===== src/rtl/fwspi_memio_prefetch_if.sv =====
// Bus-side read port of the flash prefetch controller.
//   valid/addr : request from the CPU side (master)
//   ready/rdata: completion from the controller (slave); ready is combinational
interface fwspi_memio_prefetch_if #(
  parameter int ADDR_WIDTH = 24
);
  logic                  valid;
  logic [ADDR_WIDTH-1:0] addr;
  logic                  ready;
  logic [31:0]           rdata;

  modport master (output valid, addr, input ready, rdata);
  modport slave  (input valid, addr, output ready, rdata);
endinterface


===== src/rtl/fwspi_memio_prefetch.sv =====
// Memory-mapped SPI/QSPI flash read controller with a sequential prefetch FIFO.
// Ports:
//   clk, reset            : system clock, synchronous active-high reset
//   bus (slave)           : valid/addr request, combinational ready + rdata
//   cfg_quad, cfg_dummy   : data-phase mode and dummy clocks, latched per burst
//   cfg_flush             : pulse; drop FIFO and park the engine in IDLE
//   busy                  : chip select low or inter-command gap running
//   hit_count, miss_count : saturating statistics
//   flash_*               : SPI mode-0 pads (csb, clk, per-pin oeb/do, di)
module fwspi_memio_prefetch #(
  parameter int ADDR_WIDTH = 24,
  parameter int DEPTH      = 4,
  parameter int CSB_HIGH   = 2
) (
  input  logic        clk,
  input  logic        reset,
  fwspi_memio_prefetch_if.slave bus,
  input  logic        cfg_quad,
  input  logic [3:0]  cfg_dummy,
  input  logic        cfg_flush,
  output logic        busy,
  output logic [15:0] hit_count,
  output logic [15:0] miss_count,
  output logic        flash_csb,
  output logic        flash_clk,
  output logic [3:0]  flash_io_oeb,
  output logic [3:0]  flash_io_do,
  input  logic [3:0]  flash_io_di
);
  localparam int AW = ADDR_WIDTH;
  localparam int WA = AW - 2;
  localparam int PW = $clog2(DEPTH);
  localparam int GW = $clog2(CSB_HIGH + 1);
  localparam logic [7:0] CMD_SINGLE = (AW == 32) ? 8'h13 : 8'h03;
  localparam logic [7:0] CMD_QUAD   = (AW == 32) ? 8'h6C : 8'h6B;

  typedef enum logic [2:0] {S_IDLE, S_GAP, S_CMD, S_ADDR, S_DUMMY, S_DATA} state_t;

  state_t          state, state_n;
  logic            phase, phase_n;        // 0: clk low / do update, 1: clk high
  logic [5:0]      bit_cnt, bit_cnt_n;    // bits left in the current state, minus one
  logic [GW-1:0]   gap_cnt, gap_n;
  logic [AW+7:0]   sh_out, sh_out_n;
  logic [31:0]     sh_in, sh_in_n;
  logic            push;
  logic [WA-1:0]   fetch_wa;
  logic            q_quad;
  logic [3:0]      q_dummy;
  logic [5:0]      word_last;

  logic [WA-1:0]   fa_mem [DEPTH];
  logic [31:0]     fd_mem [DEPTH];
  logic [PW:0]     wr_ptr, rd_ptr;
  logic            empty, full;
  logic            head_hit, waiting, restart, restarted;
  logic [WA-1:0]   req_wa;
  logic            unused_addr_lsb;

  assign unused_addr_lsb = ^bus.addr[1:0];
  assign req_wa    = bus.addr[AW-1:2];
  assign empty     = (wr_ptr == rd_ptr);
  assign full      = (wr_ptr[PW] != rd_ptr[PW]) && (wr_ptr[PW-1:0] == rd_ptr[PW-1:0]);
  assign head_hit  = !empty && (fa_mem[rd_ptr[PW-1:0]] == req_wa);
  // Requester is already waiting on the word the engine is fetching next.
  assign waiting   = empty && (state != S_IDLE) && (fetch_wa == req_wa);
  assign bus.ready = bus.valid && head_hit && !cfg_flush;
  assign bus.rdata = fd_mem[rd_ptr[PW-1:0]];
  assign restart   = bus.valid && !cfg_flush && !head_hit && !waiting;
  assign word_last = q_quad ? 6'd7 : 6'd31;

  always_comb begin
    state_n  = state;
    phase_n  = phase;
    bit_cnt_n = bit_cnt;
    gap_n    = gap_cnt;
    sh_out_n = sh_out;
    sh_in_n  = sh_in;
    push     = 1'b0;
    case (state)
      S_GAP: begin
        if (gap_cnt == '0) begin
          state_n   = S_CMD;
          phase_n   = 1'b0;
          bit_cnt_n = 6'd7;
          sh_out_n  = {(q_quad ? CMD_QUAD : CMD_SINGLE), fetch_wa, 2'b00};
        end else begin
          gap_n = gap_cnt - 1'b1;
        end
      end
      S_CMD, S_ADDR, S_DUMMY: begin
        phase_n = ~phase;
        if (phase) begin
          if (state != S_DUMMY) sh_out_n = sh_out << 1;
          if (bit_cnt == '0) begin
            if (state == S_CMD) begin
              state_n   = S_ADDR;
              bit_cnt_n = 6'(AW - 1);
            end else if (state == S_ADDR && q_quad && q_dummy != 4'd0) begin
              state_n   = S_DUMMY;
              bit_cnt_n = 6'(q_dummy) - 6'd1;
            end else begin
              state_n   = S_DATA;
              bit_cnt_n = word_last;
            end
          end else begin
            bit_cnt_n = bit_cnt - 6'd1;
          end
        end
      end
      S_DATA: begin
        // Hold the SPI clock low before the first bit of a word while full.
        if (phase || !(full && bit_cnt == word_last)) phase_n = ~phase;
        if (phase) begin
          sh_in_n = q_quad ? {sh_in[27:0], flash_io_di} : {sh_in[30:0], flash_io_di[1]};
          if (bit_cnt == '0) begin
            push      = 1'b1;
            bit_cnt_n = word_last;
          end else begin
            bit_cnt_n = bit_cnt - 6'd1;
          end
        end
      end
      default: ;
    endcase
    if (restart) begin
      state_n = S_GAP;
      phase_n = 1'b0;
      gap_n   = GW'(CSB_HIGH - 1);
    end else if (cfg_flush) begin
      state_n = S_IDLE;
      phase_n = 1'b0;
    end
  end

  always_ff @(posedge clk) begin
    if (reset) begin
      state   <= S_IDLE;
      phase   <= 1'b0;
      bit_cnt <= '0;
      gap_cnt <= '0;
      sh_out  <= '0;
      sh_in   <= '0;
    end else begin
      state   <= state_n;
      phase   <= phase_n;
      bit_cnt <= bit_cnt_n;
      gap_cnt <= gap_n;
      sh_out  <= sh_out_n;
      sh_in   <= sh_in_n;
    end
  end

  always_ff @(posedge clk) begin
    if (reset) begin
      fetch_wa   <= '0;
      q_quad     <= 1'b0;
      q_dummy    <= '0;
      wr_ptr     <= '0;
      rd_ptr     <= '0;
      hit_count  <= '0;
      miss_count <= '0;
      restarted  <= 1'b0;
    end else begin
      if (restart) begin
        fetch_wa  <= req_wa;
        q_quad    <= cfg_quad;
        q_dummy   <= cfg_dummy;
        restarted <= 1'b1;
        if (miss_count != 16'hFFFF) miss_count <= miss_count + 16'd1;
      end else if (push) begin
        fetch_wa <= fetch_wa + 1'b1;
      end
      if (restart || cfg_flush) begin
        wr_ptr <= '0;
        rd_ptr <= '0;
      end else begin
        if (push) wr_ptr <= wr_ptr + 1'b1;
        if (bus.ready) rd_ptr <= rd_ptr + 1'b1;
      end
      if (bus.ready) begin
        restarted <= 1'b0;
        if (!restarted && hit_count != 16'hFFFF) hit_count <= hit_count + 16'd1;
      end
    end
  end

  // Bytes arrive MSB-first in stream order; store first byte in [7:0].
  always_ff @(posedge clk) begin
    if (push) begin
      fa_mem[wr_ptr[PW-1:0]] <= fetch_wa;
      fd_mem[wr_ptr[PW-1:0]] <= {sh_in_n[7:0], sh_in_n[15:8], sh_in_n[23:16], sh_in_n[31:24]};
    end
  end

  logic active, io0_drv, io23_rel;
  assign active   = (state == S_CMD) || (state == S_ADDR) || (state == S_DUMMY) || (state == S_DATA);
  assign io0_drv  = (state == S_CMD) || (state == S_ADDR);
  // WP#/HOLD# are released once the quad bus turns around.
  assign io23_rel = q_quad && ((state == S_DUMMY) || (state == S_DATA));

  assign busy         = (state != S_IDLE);
  assign flash_csb    = !active;
  assign flash_clk    = active && phase;
  assign flash_io_oeb = {{2{!(active && !io23_rel)}}, 1'b1, !io0_drv};
  assign flash_io_do  = {{2{active && !io23_rel}}, 1'b0, io0_drv && sh_out[AW+7]};
endmodule


===== src/flat_wrapper.sv =====
// flat-port wrapper written by rule: the top's interface ports become plain ports
module fwspi_memio_prefetch_flat 
#(
  parameter int ADDR_WIDTH = 24,
  parameter int DEPTH      = 4,
  parameter int CSB_HIGH   = 2
)
  (clk, reset, cfg_quad, cfg_dummy, cfg_flush, busy, hit_count, miss_count, flash_csb, flash_clk, flash_io_oeb, flash_io_do, flash_io_di, bus_valid, bus_addr, bus_ready, bus_rdata);
  fwspi_memio_prefetch_if #(.ADDR_WIDTH(ADDR_WIDTH)) bus_i ();
  input  logic clk;
  input  logic reset;
  input  logic cfg_quad;
  input  logic [3:0] cfg_dummy;
  input  logic cfg_flush;
  output logic busy;
  output logic [15:0] hit_count;
  output logic [15:0] miss_count;
  output logic flash_csb;
  output logic flash_clk;
  output logic [3:0] flash_io_oeb;
  output logic [3:0] flash_io_do;
  input  logic [3:0] flash_io_di;
  input wire logic [$bits(bus_i.valid)-1:0] bus_valid;
  input wire logic [$bits(bus_i.addr)-1:0] bus_addr;
  output wire logic [$bits(bus_i.ready)-1:0] bus_ready;
  output wire logic [$bits(bus_i.rdata)-1:0] bus_rdata;
  assign bus_i.valid = bus_valid;
  assign bus_i.addr = bus_addr;
  assign bus_ready = bus_i.ready;
  assign bus_rdata = bus_i.rdata;
  fwspi_memio_prefetch #(.ADDR_WIDTH(ADDR_WIDTH), .DEPTH(DEPTH), .CSB_HIGH(CSB_HIGH)) u_core (.clk(clk), .reset(reset), .bus(bus_i), .cfg_quad(cfg_quad), .cfg_dummy(cfg_dummy), .cfg_flush(cfg_flush), .busy(busy), .hit_count(hit_count), .miss_count(miss_count), .flash_csb(flash_csb), .flash_clk(flash_clk), .flash_io_oeb(flash_io_oeb), .flash_io_do(flash_io_do), .flash_io_di(flash_io_di));
endmodule

===== config.mk =====
export PLATFORM = sky130hd
export DESIGN_NAME = fwspi_memio_prefetch_flat
export DESIGN_NICKNAME = d
export VERILOG_FILES = /design/src/rtl/fwspi_memio_prefetch_if.sv /design/src/rtl/fwspi_memio_prefetch.sv /design/src/flat_wrapper.sv
export SDC_FILE = /design/constraint.sdc
export NUM_CORES = 1
export LEC_CHECK = 0
export BUFFER_PORTS_ARGS = -buffer_cell sky130_fd_sc_hd__buf_2
export CAP_MARGIN = 10
export CORE_ASPECT_RATIO = 0.6
export CORE_MARGIN = 1
export CORE_UTILIZATION = 30
export CTS_BUF_LIST = sky130_fd_sc_hd__clkbuf_4
export CTS_CLUSTER_SIZE = 10
export DETAILED_ROUTE_END_ITERATION = 7
export PLACE_DENSITY = 0.44
export SYNTH_ARGS = -nofsm -noshare
export SYNTH_HDL_FRONTEND = slang
export SYNTH_SLANG_ARGS = --single-unit

===== constraint.sdc =====
create_clock -name clk -period 3.4 [get_ports clk]
set_input_delay 0 -clock clk [delete_from_list [all_inputs] [get_ports clk]]
set_output_delay 0 -clock clk [all_outputs]
set_load 0.02 [all_outputs]

Yosys cells after proc, flatten, opt, wreduce, memory -nomap -nowiden
Memories as Yosys holds them, arrays and structs flattened. A register that Yosys moved wholly into a read port is not among the register bits.
Cells that the tools add are included.
{"block": "totals", "ff_bits": 142, "ram_bits": 216, "in_bits": 37, "memories": 2}
{"name": "u_core.fd_mem", "depth": 4, "word_bits": 32, "rd": 1, "rd_clocked_by_memory_dff": 1, "wr": 1, "line_no": "fwspi_memio_prefetch.sv:52", "source": "logic [31:0] fd_mem [DEPTH];"}
{"name": "u_core.fa_mem", "depth": 4, "word_bits": 22, "rd": 1, "rd_clocked_by_memory_dff": 1, "wr": 1, "line_no": "fwspi_memio_prefetch.sv:51", "source": "logic [WA-1:0] fa_mem [DEPTH];"}
{"block": "op_classes", "add_sub_neg": 8, "n_eq_ne": 24, "mux": 42, "bitwise_logic": 2, "n_reduce_logical": 56}
{"operator": "$mux 32", "n": 6}
{"operator": "$pmux 32 s2", "n": 1}
{"operator": "$eq 22x22->1", "n": 2}
{"operator": "$mux 22", "n": 2}
{"operator": "$mux 6", "n": 7}
{"operator": "$add 16x1->16 const B", "n": 2}
{"operator": "$ne 16x16->1 const B", "n": 2}
{"operator": "$add 22x1->22 const B", "n": 1}
{"operator": "$pmux 6 s3", "n": 1}
{"operator": "$logic_and 1x1->1", "n": 17}
{"operator": "$reduce_and 4->1", "n": 4}
{"operator": "$ne 2x1->1 const B", "n": 7}
{"operator": "$mux 1", "n": 13}
{"operator": "$mux 3", "n": 4}
{"operator": "$ne 4x2->1 const B", "n": 3}
{"operator": "$logic_not 1->1", "n": 10}
{"operator": "$mux 2", "n": 4}
{"operator": "$reduce_and 2->1", "n": 4}
{"operator": "$reduce_bool 4->1", "n": 2}
{"operator": "$mux 7", "n": 1}
{"operator": "$add 3x1->3 const B", "n": 2}
{"operator": "$eq 3x2->1 const B", "n": 2}
{"operator": "$eq 3x3->1 const B", "n": 2}
{"operator": "$eq 6x6->1", "n": 1}
{"operator": "20 further kinds", "n": 32}

Logic depth before layout (Yosys ltp)
Gate-level depths: netlist (run 1).
{"block": "logic_depth", "word_depth": 10, "mapped_depth": 14}

Least setup slack after synthesis (run 1)
No wires, ideal clock.
{"block": "synth_path", "kind": "reg2reg", "from": "register u_core.bit_cnt[0]", "to": "memory u_core.fa_mem[3][0] (netlist name) (enable)", "setup_ns": 0.419, "arrival_time_ns": 2.921, "path_slack_ns": 0.060, "path_stages_with_launch": 8, "n_path_buf": 1, "period_less_slack_ns": 3.340, "path_cell_list": "dfxtp_1 -> inv_1 -> ha_1 -> nand2b_1 -> or4_1 -> nor2_1 -> clkbuf_1 -> and2_1"}
{"block": "synth_between", "elab_chain_len": 6}
{"element": "start, declared", "line_no": "fwspi_memio_prefetch.sv:41", "source": "logic [5:0] bit_cnt, bit_cnt_n;"}
{"element": "start signal, assigned", "line_no": "fwspi_memio_prefetch.sv:146", "source": "bit_cnt <= bit_cnt_n;"}
{"element": "$logic_not 6->1", "line_no": "fwspi_memio_prefetch.sv:115", "source": "if (bit_cnt == '0) begin"}
{"element": "$mux 1", "line_no": "fwspi_memio_prefetch.sv:115"}
{"element": "$mux 1", "line_no": "fwspi_memio_prefetch.sv:113", "source": "if (phase) begin"}
{"element": "$mux 1", "line_no": "fwspi_memio_prefetch.sv:79", "source": "case (state)"}
{"element": "$mux 1", "line_no": "fwspi_memio_prefetch.sv:189", "source": "if (push) begin"}
{"element": "$mux 1 (not written as such)", "line_no": "fwspi_memio_prefetch.sv:190", "source": "fa_mem[wr_ptr[PW-1:0]] <= fetch_wa;"}
{"element": "end, declared", "line_no": "fwspi_memio_prefetch.sv:51"}
Every way passes these cells.

==> reports/results.tsv, run 1 <==
stage	metric	value	unit
yosys	Yosys reg bits	358	
clock_network	Worst-path clk slew	0.08	ns
timing	slew margin rel.	43.70	%
setup_path	critical path peak fanout	9	
yosys	leading post-synthesis cells by cell area	edfxtp_1, dfxtp_1, mux4_2, mux2i_1, xnor2_1	
die	Top Ports	113	
die	Die Width	295.3	um
die	Starting Density	30.41	%
drt	DR WL/cell	19.21	um
drt	Routed WL	43.06	mm
pwr	Peak VDD IR	0.1689	mV
timing	Final setup viols	0	
yosys	syn_area_per_cell	12.44	um^2
yosys	Async SR Flop Fraction	0	%
finish	synthesis-to-finish area growth	21.54	%
die	Die Y	178.0	um
clock_network	CTS Sinks	358	
timing	RSZ-0062 raised after global routing	no	
setup_path	critical path arrival	3.94	ns
pwr	leakage	6.452	nW
yosys	Post-Syn Area	0.01549	mm^2
timing	Final Cycle Share	97.17	%
setup_path	register-to-register setup slack	0.1	ns
drt	1st-pass router iterations	5	
timing	Slew Viols, Final	0	
global_routing	overflow left after global routing	0	
drt	via count	10890	
die	die area	0.05257	mm^2
global_routing	first-pass GRT wire length	65.44	mm
global_routing	GR Util All Layers	16.67	%
timing	slew at the pin with the worst max-slew slack	0.8380	ns
die	core outline area	0.05093	mm^2
yosys	Yosys top cell by area	edfxtp_1	
die	# rows	64	
yosys	Post-Syn Nets	1296	
timing	Final min period	3.304	ns
hold_path	Hold Path Class	in -> reg	
drt	Post-DRT Antenna Nets	0	
clock_network	CTS tree	built	
yosys	Post-synth EDFFs	216	
drt	initial DRC count	714	
clock_network	clock latency on the worst-skew pair	0.79	ns
timing	fmax	0.3027	GHz
timing	Setup Skew	0.06302	ns
timing	Final Hold Fails	0	
setup_path	CP Data Required Time	4.03	ns
yosys	synth warn	0	
yosys	sequential share of the synthesized area	60.24	%
timing	setup TNS	0	ns
yosys	share of the synthesized area in the top cell type	41.88	%
pwr	power density cells	478.1	mW/mm^2
placed_design	Detail Placement HPWL	27.97	mm
global_routing	largest net degree at the start of global routing	67	
finish	layout cells sized above 1	25.26	%
placed_design	post-place setup slack	0.02593	ns
setup_path	Worst Setup Start Kind	register	
setup_path	CP endpoint kind	register	
job	Max Cap Viol	0	
drt	vias per inst	4.857	
yosys	Post-synth top cells	edfxtp_1, dfxtp_1, nand2_1	
clock_network	CTS max path bufs	3	
yosys	dominant synthesized flop cell	edfxtp_1	
yosys	Syn Inst Count	1245	
clock_network	root buf cell	clkbuf_4	
global_routing	vias in the first global route	10460	
clock_network	H-Tree Depth	3	
setup_path	Crit Path Class	reg -> reg	
global_routing	initial antenna violation count	1	
placed_design	RePlAce Congestion	0.7837	
placed_design	# port buffers	108	
yosys	top-count cell post-synth	edfxtp_1	
drt	DRC viols	0	
outcome	outcome	completed	
finish	nets@finish	1523	
timing	worst setup margin	0.09627	ns
yosys	Cell variety after synth	60	
clock_network	TritonCTS Buffers	92	
per-layer routing:
metal  GRT usage [%]  up-vias  routed length [um]  share of wire, %
met1           26.36     5426               23300                54
met4           4.771        0                 648               1.5
met2           21.83      238               16880                39
met5               0        -                   0                 0
li1                -     5170                   -                 -
met3           4.049       56                2236               5.2
worst paths after layout:
check                                        from                   end  cells past startpoint
worst max-delay path                     register  u_core.hit_count[10]                     10
worst min-delay path                 bus_addr[18]   u_core.fetch_wa[16]                      4
worst max register to register           register  u_core.hit_count[10]                     10
worst min register to register  u_core.sh_out[15]     u_core.sh_out[16]                      2
cells in the final DEF (no fill, tap or decap), types with 14 or more instances in the layout:
master and instances:
o21ai_0 53, dlygate4sd3_1 40, a21oi_1 31, inv_1 19, and2_1 35, edfxtp_1 216
mux2i_1 62, a311oi_1 23, nand3_1 33, clkinv_1 15, nor4_1 16, ha_1 14
buf_4 58, nand2_1 112, clkbuf_4 147, a211oi_1 27, nand4_1 16, xor2_1 33
mux4_2 39, dfxtp_1 139, nor2_1 96, buf_2 107, xnor2_1 49
worst max-delay path, cell delays in order, from the launching register on:
cell and delay (ns):
dfxtp_4 0.39, buf_12 0.12, buf_4 0.10, mux4_1 0.56, xnor2_1 0.16, nand4_1 0.15
or4_4 0.59, or3_4 0.42, buf_4 0.19, o31a_1 0.30, o21a_1 0.18
metrics by stage:
stage | hold slack (ns) | util (%) | instances | instance area [um^2] | power (mW)
3_5_place_dp | 0.2434 | 33.61 | 2027 | 17120 | 5.183
6_report | 0.1185 | 36.96 | 2242 | 18820 | 8.999
3_3_place_gp | 0.2360 | 33.61 | 2027 | 17120 | 5.181
2_1_floorplan | 0.1439 | - | 1245 | 15490 | 4.995
5_1_grt | 0.05266 | 36.96 | 2242 | 18820 | 9.447
4_1_cts | 0.01569 | 36.85 | 2237 | 18770 | 9.178
report_power, final:
group          switching, mW  leakage (nW)  internal (mW)
Combinational          0.282          2.64          0.188
Sequential            0.0438          3.07           4.61
Clock                   1.84         0.738           2.03
cells by family (layout without fill, tap and decap cells):
family | count (synthesis) | in the layout | share of synthesized area (%)
compound gates | 200 | 200 | 8.620
fa+ha+maj | 14 | 14 | 1.131
simple gates | 380 | 380 | 11.78
flops | 358 | 358 | 60.24
buf+inv | 101 | 404 | 2.892
xor+xnor | 83 | 83 | 4.694
mux | 107 | 107 | 10.60
other cells | 2 | 3 | 0.04849
area by class of cell:
class | instances | area (um^2)
Fill cell | 5091 | 32110
Sequential cell | 358 | 9338
Multi-Input combinational cell | 786 | 5756
Timing Repair Buffer | 215 | 1550
Clock buffer | 146 | 1096
Tap cell | 693 | 867.1
Clock inverter | 24 | 142.6
Inverter | 19 | 71.32
Antenna cell | 1 | 2.502
state kept, by name, summed over array words and instances, names as in the netlist, 2 cells and up, named ones only:
name	cells
u_core.bit_cnt	6
u_core.fa_mem	88
u_core.fd_mem	128
u_core.fetch_wa	22
u_core.gap_cnt	2
u_core.hit_count	16
u_core.miss_count	16
u_core.q_dummy	4
u_core.rd_ptr	3
u_core.sh_in	32
u_core.sh_out	30
u_core.state	3
u_core.wr_ptr	3
what timing repair did:
| item | CTS | global route |
|---|---|---|
| hold buffers | 40 | 0 |
| setup buffers | 0 | 4 |
| pin swaps | 0 | 1 |
| hold endpoints to repair | 88 | 0 |
| gates resized for setup | 3 | 3 |
| gates cloned | 0 | 0 |
| setup endpoints to repair | 7 | 8 |
(Power assumes the default switching activity.)
==> run 2, diff against run 1 <==
- ABC_AREA: unset -> 1
- SKIP_LAST_GASP: unset -> 1
==> reports/results.tsv, run 2 <==
stage	metric	value	unit	change
yosys	Post-synth EDFFs	216		unchanged
outcome	outcome	completed		unchanged
timing	Final min period	3.168	ns	was 3.304 ns
timing	Final Cycle Share	93.18	%	was 97.17%
timing	slew margin rel.	32.26	%	was 43.70%
global_routing	initial antenna violation count	2		was 1
placed_design	Post-Place Cells	2769		was 2027
timing	RSZ-0062 raised after global routing	no		unchanged
setup_path	critical path arrival	3.93	ns	was 3.94 ns
yosys	share of the synthesized area in the top cell type	38.49	%	was 41.88%
timing	fmax	0.3157	GHz	was 0.3027 GHz
yosys	dominant synthesized flop cell	edfxtp_1		unchanged
setup_path	Crit path largest cell delay	0.58	ns	was 0.59 ns
die	die area	0.05716	mm^2	was 0.05257 mm^2
drt	DRC viols	0		unchanged
setup_path	WP buf/inv	3		unchanged
finish	filler cell count	5665		was 5091
drt	initial DRC count	1105		was 714
die	Top Ports	113		unchanged
die	Die Width	308.0	um	was 295.3 um
job	Max Cap Viol	0		unchanged
drt	Post-DRT Antenna Nets	0		unchanged
global_routing	GR Util All Layers	18.22	%	was 16.67%
timing	Final setup viols	0		unchanged
finish	commonest cells after routing, fill and taps aside	nand2_1, nor2_1, edfxtp_1		was edfxtp_1, clkbuf_4, dfxtp_1
placed_design	Detail Placement HPWL	34.48	mm	was 27.97 mm
setup_path	critical path peak fanout	31		was 9
pwr	Peak VDD IR	0.1923	mV	was 0.1689 mV
finish	nets@finish	2214		was 1523
setup_path	cell mode on critical path	nand2_1		was buf_4
timing	Slew Viols, Final	0		unchanged
yosys	Post-Syn Area	0.01685	mm^2	was 0.01549 mm^2
hold_path	hold path startpoint	bus_addr[14]		was bus_addr[18]
finish	final cell area excluding filler cells	0.02016	mm^2	was 0.01882 mm^2
pwr	leakage	7.857	nW	was 6.452 nW
clock_network	CTS tree	built		unchanged
timing	Final Hold Fails	0		unchanged
drt	DR WL/cell	17.41	um	was 19.21 um
drt	via count	14090		was 10890
yosys	Cell variety after synth	43		was 60
die	Starting Density	30.73	%	was 30.41%
setup_path	CP cell instances	buf_12 -> nand2_1 -> nand3_1 -> nand2_1 -> nand2_1 -> nand2_1 -> nor2_1 -> nand2_1 -> nor2_2 -> nand3_4 -> nand2_4 -> inv_4 -> nand2_1 -> nand2_1 -> nor2_1 -> nor2_1 -> dlygate4sd3_1		was buf_12 -> buf_4 -> mux4_1 -> xnor2_1 -> nand4_1 -> or4_4 -> or3_4 -> buf_4 -> o31a_1 -> o21a_1
finish	layout cells sized above 1	16.09	%	was 25.26%
timing	Setup Skew	0.07588	ns	was 0.06302 ns
placed_design	RePlAce Congestion	0.8407		was 0.7837
clock_network	clock latency on the worst-skew pair	0.87	ns	was 0.79 ns
yosys	synth warn	0		unchanged
die	core outline area	0.05483	mm^2	was 0.05093 mm^2
setup_path	Top delay family on crit path	simple AND/OR/NAND/NOR gates		unchanged
placed_design	# port buffers	108		unchanged
global_routing	overflow left after global routing	0		unchanged
finish	Largest register FFs	128		unchanged
yosys	Post-Syn Nets	2010		was 1296
drt	Routed WL	52.20	mm	was 43.06 mm
yosys	syn_area_per_cell	8.603	um^2	was 12.44 um^2
finish	synthesis-to-finish area growth	19.64	%	was 21.54%
global_routing	largest net degree at the start of global routing	75		was 67
yosys	Async SR Flop Fraction	0	%	unchanged
yosys	leading post-synthesis cells by cell area	edfxtp_1, dfxtp_1, nand2_1, nor2_1, inv_1		was edfxtp_1, dfxtp_1, mux4_2, mux2i_1, xnor2_1
yosys	Syn Inst Count	1959		was 1245
global_routing	vias in the first global route	13070		was 10460
setup_path	CP endpoint kind	register		unchanged
yosys	sequential share of the synthesized area	55.36	%	was 60.24%
finish	final cell count without fillers	2999		was 2242
yosys	Post-synth top cells	nand2_1, nor2_1, edfxtp_1		was edfxtp_1, dfxtp_1, nand2_1
drt	vias per inst	4.699		was 4.857
yosys	Yosys reg bits	358		unchanged
hold_path	Hold Path Class	in -> reg		unchanged
global_routing	first-pass GRT wire length	78.68	mm	was 65.44 mm
clock_network	Worst-path clk slew	0.07	ns	was 0.08 ns
die	Die Y	185.6	um	was 178.0 um
finish	FF+latch area	0.009335	mm^2	was 0.009338 mm^2
drt	1st-pass router iterations	5		unchanged
yosys	top-count cell post-synth	nand2_1		was edfxtp_1
setup_path	CP Data Required Time	4.17	ns	was 4.03 ns
setup_path	Crit Path Class	reg -> reg		unchanged
timing	slew at the pin with the worst max-slew slack	1.016	ns	was 0.8380 ns
pwr	power density cells	465.7	mW/mm^2	was 478.1 mW/mm^2
clock_network	CTS max path bufs	3		unchanged
setup_path	Worst Setup Start Kind	register		unchanged
clock_network	root buf cell	clkbuf_4		unchanged
finish	most common cell after layout, fill and taps aside	nand2_1		was edfxtp_1
finish	area of the multi-input gates	0.006292	mm^2	was 0.005756 mm^2
placed_design	placed cell areas	0.01834	mm^2	was 0.01712 mm^2
yosys	Yosys top cell by area	edfxtp_1		unchanged
setup_path	Worst path slowest cell	dlygate4sd3_1		was or4_4
clock_network	H-Tree Depth	3		unchanged
clock_network	CTS Sinks	358		unchanged
clock_network	TritonCTS Buffers	94		was 92
die	# rows	66		was 64
==> run 2: layout make-up <==
class / count / share of cell area [%]
antenna: 7 / 0.08688
clock buffer: 160 / 5.958
clock inverter: 17 / 0.4903
inverter: 214 / 4.090
multi-input combinational: 1290 / 31.21
sequential: 358 / 46.30
tap: 748 / 4.642
timing repair buffer: 205 / 7.224
==> run 2: through the flow <==
step           TNS [ns]  worst slack (ns)  total power, mW  hold WS, ns  util [%]
4_1_cts               0           0.01696            9.526     0.001967     36.61
3_3_place_gp          0            0.3541            5.370       0.2730     33.44
6_report              0            0.2320            9.389      0.07009     36.77
5_1_grt               0           0.03321            9.813      0.02954     36.75
2_1_floorplan   -159.01           -0.7608            5.147       0.1646         -
3_5_place_dp          0            0.3312            5.372       0.2796     33.44
==> run 2: worst paths after layout <==
path / endpoint / slack [ns] / cells after the start
setup / recovery: u_core.fetch_wa[5] / 0.23 / 17
hold / removal: u_core.fetch_wa[12] / 0.07 / 4
setup reg to reg: u_core.fetch_wa[5] / 0.23 / 17
hold reg to reg: u_core.sh_out[27] / 0.45 / 2
==> run 2: timing repair <==
item,CTS,global route
endpoints found under the hold margin,105,0
pin swaps,0,1
hold buffers,41,0
gates cloned,0,0
gates resized for setup,5,10
setup buffers,1,4
endpoints found under the setup margin,1,2
==> run 2: cell families after synthesis <==
kind of cell	Yosys count	share of synthesized area (%)
AO/OA/AOI/OAI	351	11.43
XOR/XNOR	56	2.910
adder cells (fa/ha/maj)	14	1.039
buffers and inverters	311	7.632
flip-flops	358	55.36
other	2	0.04456
AND/OR/NAND/NOR	867	21.58
==> run 2: worst min-delay path: stages <==
cell	delay, ns
dlygate4sd3_1	0.54
buf_2	0.16
o21ai_0	0.09
a21oi_1	0.10
==> run 2: metal layers <==
layer	global-route usage [%]	part of all wire (%)
met5	0	0
met4	4.677	1.6
met3	4.156	5.7
met2	24.78	40
met1	28.25	53
==> run 2: report_power, final <==
part | internal [mW] | switching [mW]
sequential | 4.62 | 0.0552
clock | 2.19 | 1.87
combinational | 0.222 | 0.437
==> run 3, diff against run 2 <==
- CORE_UTILIZATION: 30 -> 24
- PLACE_DENSITY: 0.44 -> unset
- PLACE_DENSITY_LB_ADDON: unset -> 0.05
==> reports/results.tsv, run 3 (same netlist as run 2, synthesis figures left out) <==
stage	metric	value	unit	change
hold_path	Hold Path Class	in -> reg		unchanged
die	Die Y	207.3	um	was 185.6 um
timing	Final min period	3.170	ns	was 3.168 ns
clock_network	CTS Sinks	358		unchanged
global_routing	GR Util All Layers	16.42	%	was 18.22%
timing	Slew Viols, Final	0		unchanged
pwr	sw power	2.453	mW	was 2.364 mW
global_routing	first-pass GRT wire length	87.24	mm	was 78.68 mm
pwr	Gate power share	7.4	%	was 7.0%
global_routing	largest net degree at the start of global routing	66		was 75
drt	initial DRC count	858		was 1105
drt	Routed WL	58.49	mm	was 52.20 mm
drt	1st-pass router iterations	5		unchanged
finish	synthesis-to-finish area growth	23.86	%	was 19.64%
clock_network	CTS max path bufs	3		unchanged
drt	via count	14140		was 14090
finish	most common cell after layout, fill and taps aside	nand2_1		unchanged
pwr	Sw Share	25.92	%	was 25.18%
placed_design	# port buffers	108		unchanged
die	die area	0.07132	mm^2	was 0.05716 mm^2
job	Max Cap Viol	0		unchanged
finish	layout cells sized above 1	16.03	%	was 16.09%
timing	worst hold slack	0.1032	ns	was 0.07009 ns
clock_network	H-Tree Depth	3		unchanged
placed_design	RePlAce Congestion	0.7920		was 0.8407
die	Starting Density	24.53	%	was 30.73%
finish	final cell area excluding filler cells	0.02087	mm^2	was 0.02016 mm^2
timing	Final setup viols	0		unchanged
setup_path	CP endpoint kind	register		unchanged
timing	slew margin rel.	42.24	%	was 32.26%
setup_path	Worst R2R End	u_core.fetch_wa[4]		was u_core.fetch_wa[5]
timing	Final Hold Fails	0		unchanged
setup_path	Worst Setup Start Kind	register		unchanged
drt	DR WL/cell	18.27	um	was 17.41 um
setup_path	R2R depth	16		was 17
die	Die Width	344.1	um	was 308.0 um
setup_path	critical path arrival	3.93	ns	about the same
finish	nets@finish	2258		was 2214
die	Top Ports	113		unchanged
pwr	power density cells	453.2	mW/mm^2	was 465.7 mW/mm^2
setup_path	Worst setup endpoint	u_core.fetch_wa[4]		was u_core.fetch_wa[5]
pwr	power share of the sequential group	49.5	%	was 49.8%
clock_network	CTS tree	built		unchanged
setup_path	critical path peak fanout	18		was 31
timing	Setup Skew	0.04306	ns	was 0.07588 ns
timing	setup TNS	0	ns	unchanged
clock_network	clock latency on the worst-skew pair	0.88	ns	was 0.87 ns
finish	final cell count without fillers	3201		was 2999
global_routing	initial antenna violation count	3		was 2
placed_design	Post-Place Cells	2938		was 2769
clock_network	Worst-path clk slew	0.06	ns	was 0.07 ns
setup_path	register-to-register setup slack	0.23	ns	about the same
clock_network	root buf cell	clkbuf_4		unchanged
drt	vias per inst	4.416		was 4.699
die	# rows	74		was 66
global_routing	vias in the first global route	13350		was 13070
pwr	Clk pwr share	43.1	%	was 43.2%
pwr	internal power	7.008	mW	was 7.025 mW
finish	post-route core utilization	30.38	%	was 36.77%
timing	RSZ-0062 raised after global routing	no		unchanged
drt	DRC viols	0		unchanged
placed_design	Detail Placement HPWL	37.60	mm	was 34.48 mm
die	core outline area	0.06870	mm^2	was 0.05483 mm^2
drt	Post-DRT Antenna Nets	0		unchanged
pwr	leakage	8.064	nW	was 7.857 nW
pwr	Peak VDD IR	0.2450	mV	was 0.1923 mV
timing	fmax	0.3154	GHz	was 0.3157 GHz
global_routing	overflow left after global routing	0		unchanged
outcome	outcome	completed		unchanged
setup_path	Crit Path Class	reg -> reg		unchanged
setup_path	CP Data Required Time	4.16	ns	was 4.17 ns
timing	slew at the pin with the worst max-slew slack	0.8664	ns	was 1.016 ns
clock_network	TritonCTS Buffers	97		was 94
placed_design	placed cell areas	0.01864	mm^2	was 0.01834 mm^2
finish	Largest register FFs	128		unchanged
finish	commonest cells after routing, fill and taps aside	nand2_1, nor2_1, edfxtp_1		unchanged
timing	Final Cycle Share	93.24	%	was 93.18%
-- run 3: power by group through the flow --
stage	Sequential (mW)	Combinational, mW	Clock (mW)
after global placement	4.78	0.630	0
after CTS	4.68	0.702	4.28
after detailed placement	4.78	0.627	0
after floorplan	4.76	0.391	0
final	4.68	0.701	4.08
after global routing	4.69	0.777	4.51
-- run 3: timing repair --
action,in CTS,in global routing
buffers inserted,3,7
cloned,1,1
hold endpoints to repair,122,0
endpoints found under the setup margin,1,9
gates resized for setup,15,10
pin swaps,2,2
hold buffers,70,0
-- run 3: layout make-up --
| type | instances | area, um^2 |
|---|---|---|
| Inverter | 214 | 832.0 |
| Tap cell | 912 | 1141 |
| Multi-Input combinational cell | 1290 | 6321 |
| Fill cell | 7346 | 47830 |
| Timing Repair Buffer | 246 | 1953 |
| Sequential cell | 358 | 9335 |
| Clock buffer | 149 | 1119 |
| Antenna cell | 6 | 15.01 |
| Clock inverter | 26 | 157.7 |
-- run 3: worst max-delay path: stages (launching register included) --
cell	delay (ns)
dfxtp_2	0.44
buf_6	0.27
nand3_1	0.15
nand3b_1	0.26
nand2_1	0.11
nor2_1	0.11
nand2_1	0.09
nor2_4	0.20
nand3_4	0.13
nand2_8	0.18
inv_2	0.05
buf_4	0.20
nand2_1	0.08
nand2_1	0.05
nor2_1	0.09
nor2_1	0.04
dlygate4sd3_1	0.58
-- run 3: worst min path at each step --
stage                   start                  to  slack [ns]  cells after the start
2_1_floorplan    cfg_dummy[3]   u_core.q_dummy[3]        0.16                      2
3_3_place_gp     cfg_dummy[3]   u_core.q_dummy[3]        0.27                      3
3_5_place_dp     cfg_dummy[3]   u_core.q_dummy[3]        0.27                      3
4_1_cts        flash_io_di[3]     u_core.sh_in[3]       0.005                      6
5_1_grt           bus_addr[7]  u_core.fetch_wa[5]        0.09                      6
6_report       flash_io_di[3]     u_core.sh_in[3]        0.10                      6
-- run 3: per-layer routing --
layer	GRT usage [%]	routed length, um	share of wire (%)
met1	26.87	32490	56
met2	20.73	21790	37
met3	3.791	3138	5.4
met4	4.089	1055	1.8
met5	0	13	0.022
-- run 3: through the flow --
stage	total power [mW]	setup WS [ns]
2_1_floorplan	5.147	-0.7608
3_3_place_gp	5.406	0.3525
3_5_place_dp	5.405	0.3632
4_1_cts	9.665	0.07752
5_1_grt	9.972	0.007359
6_report	9.460	0.2297
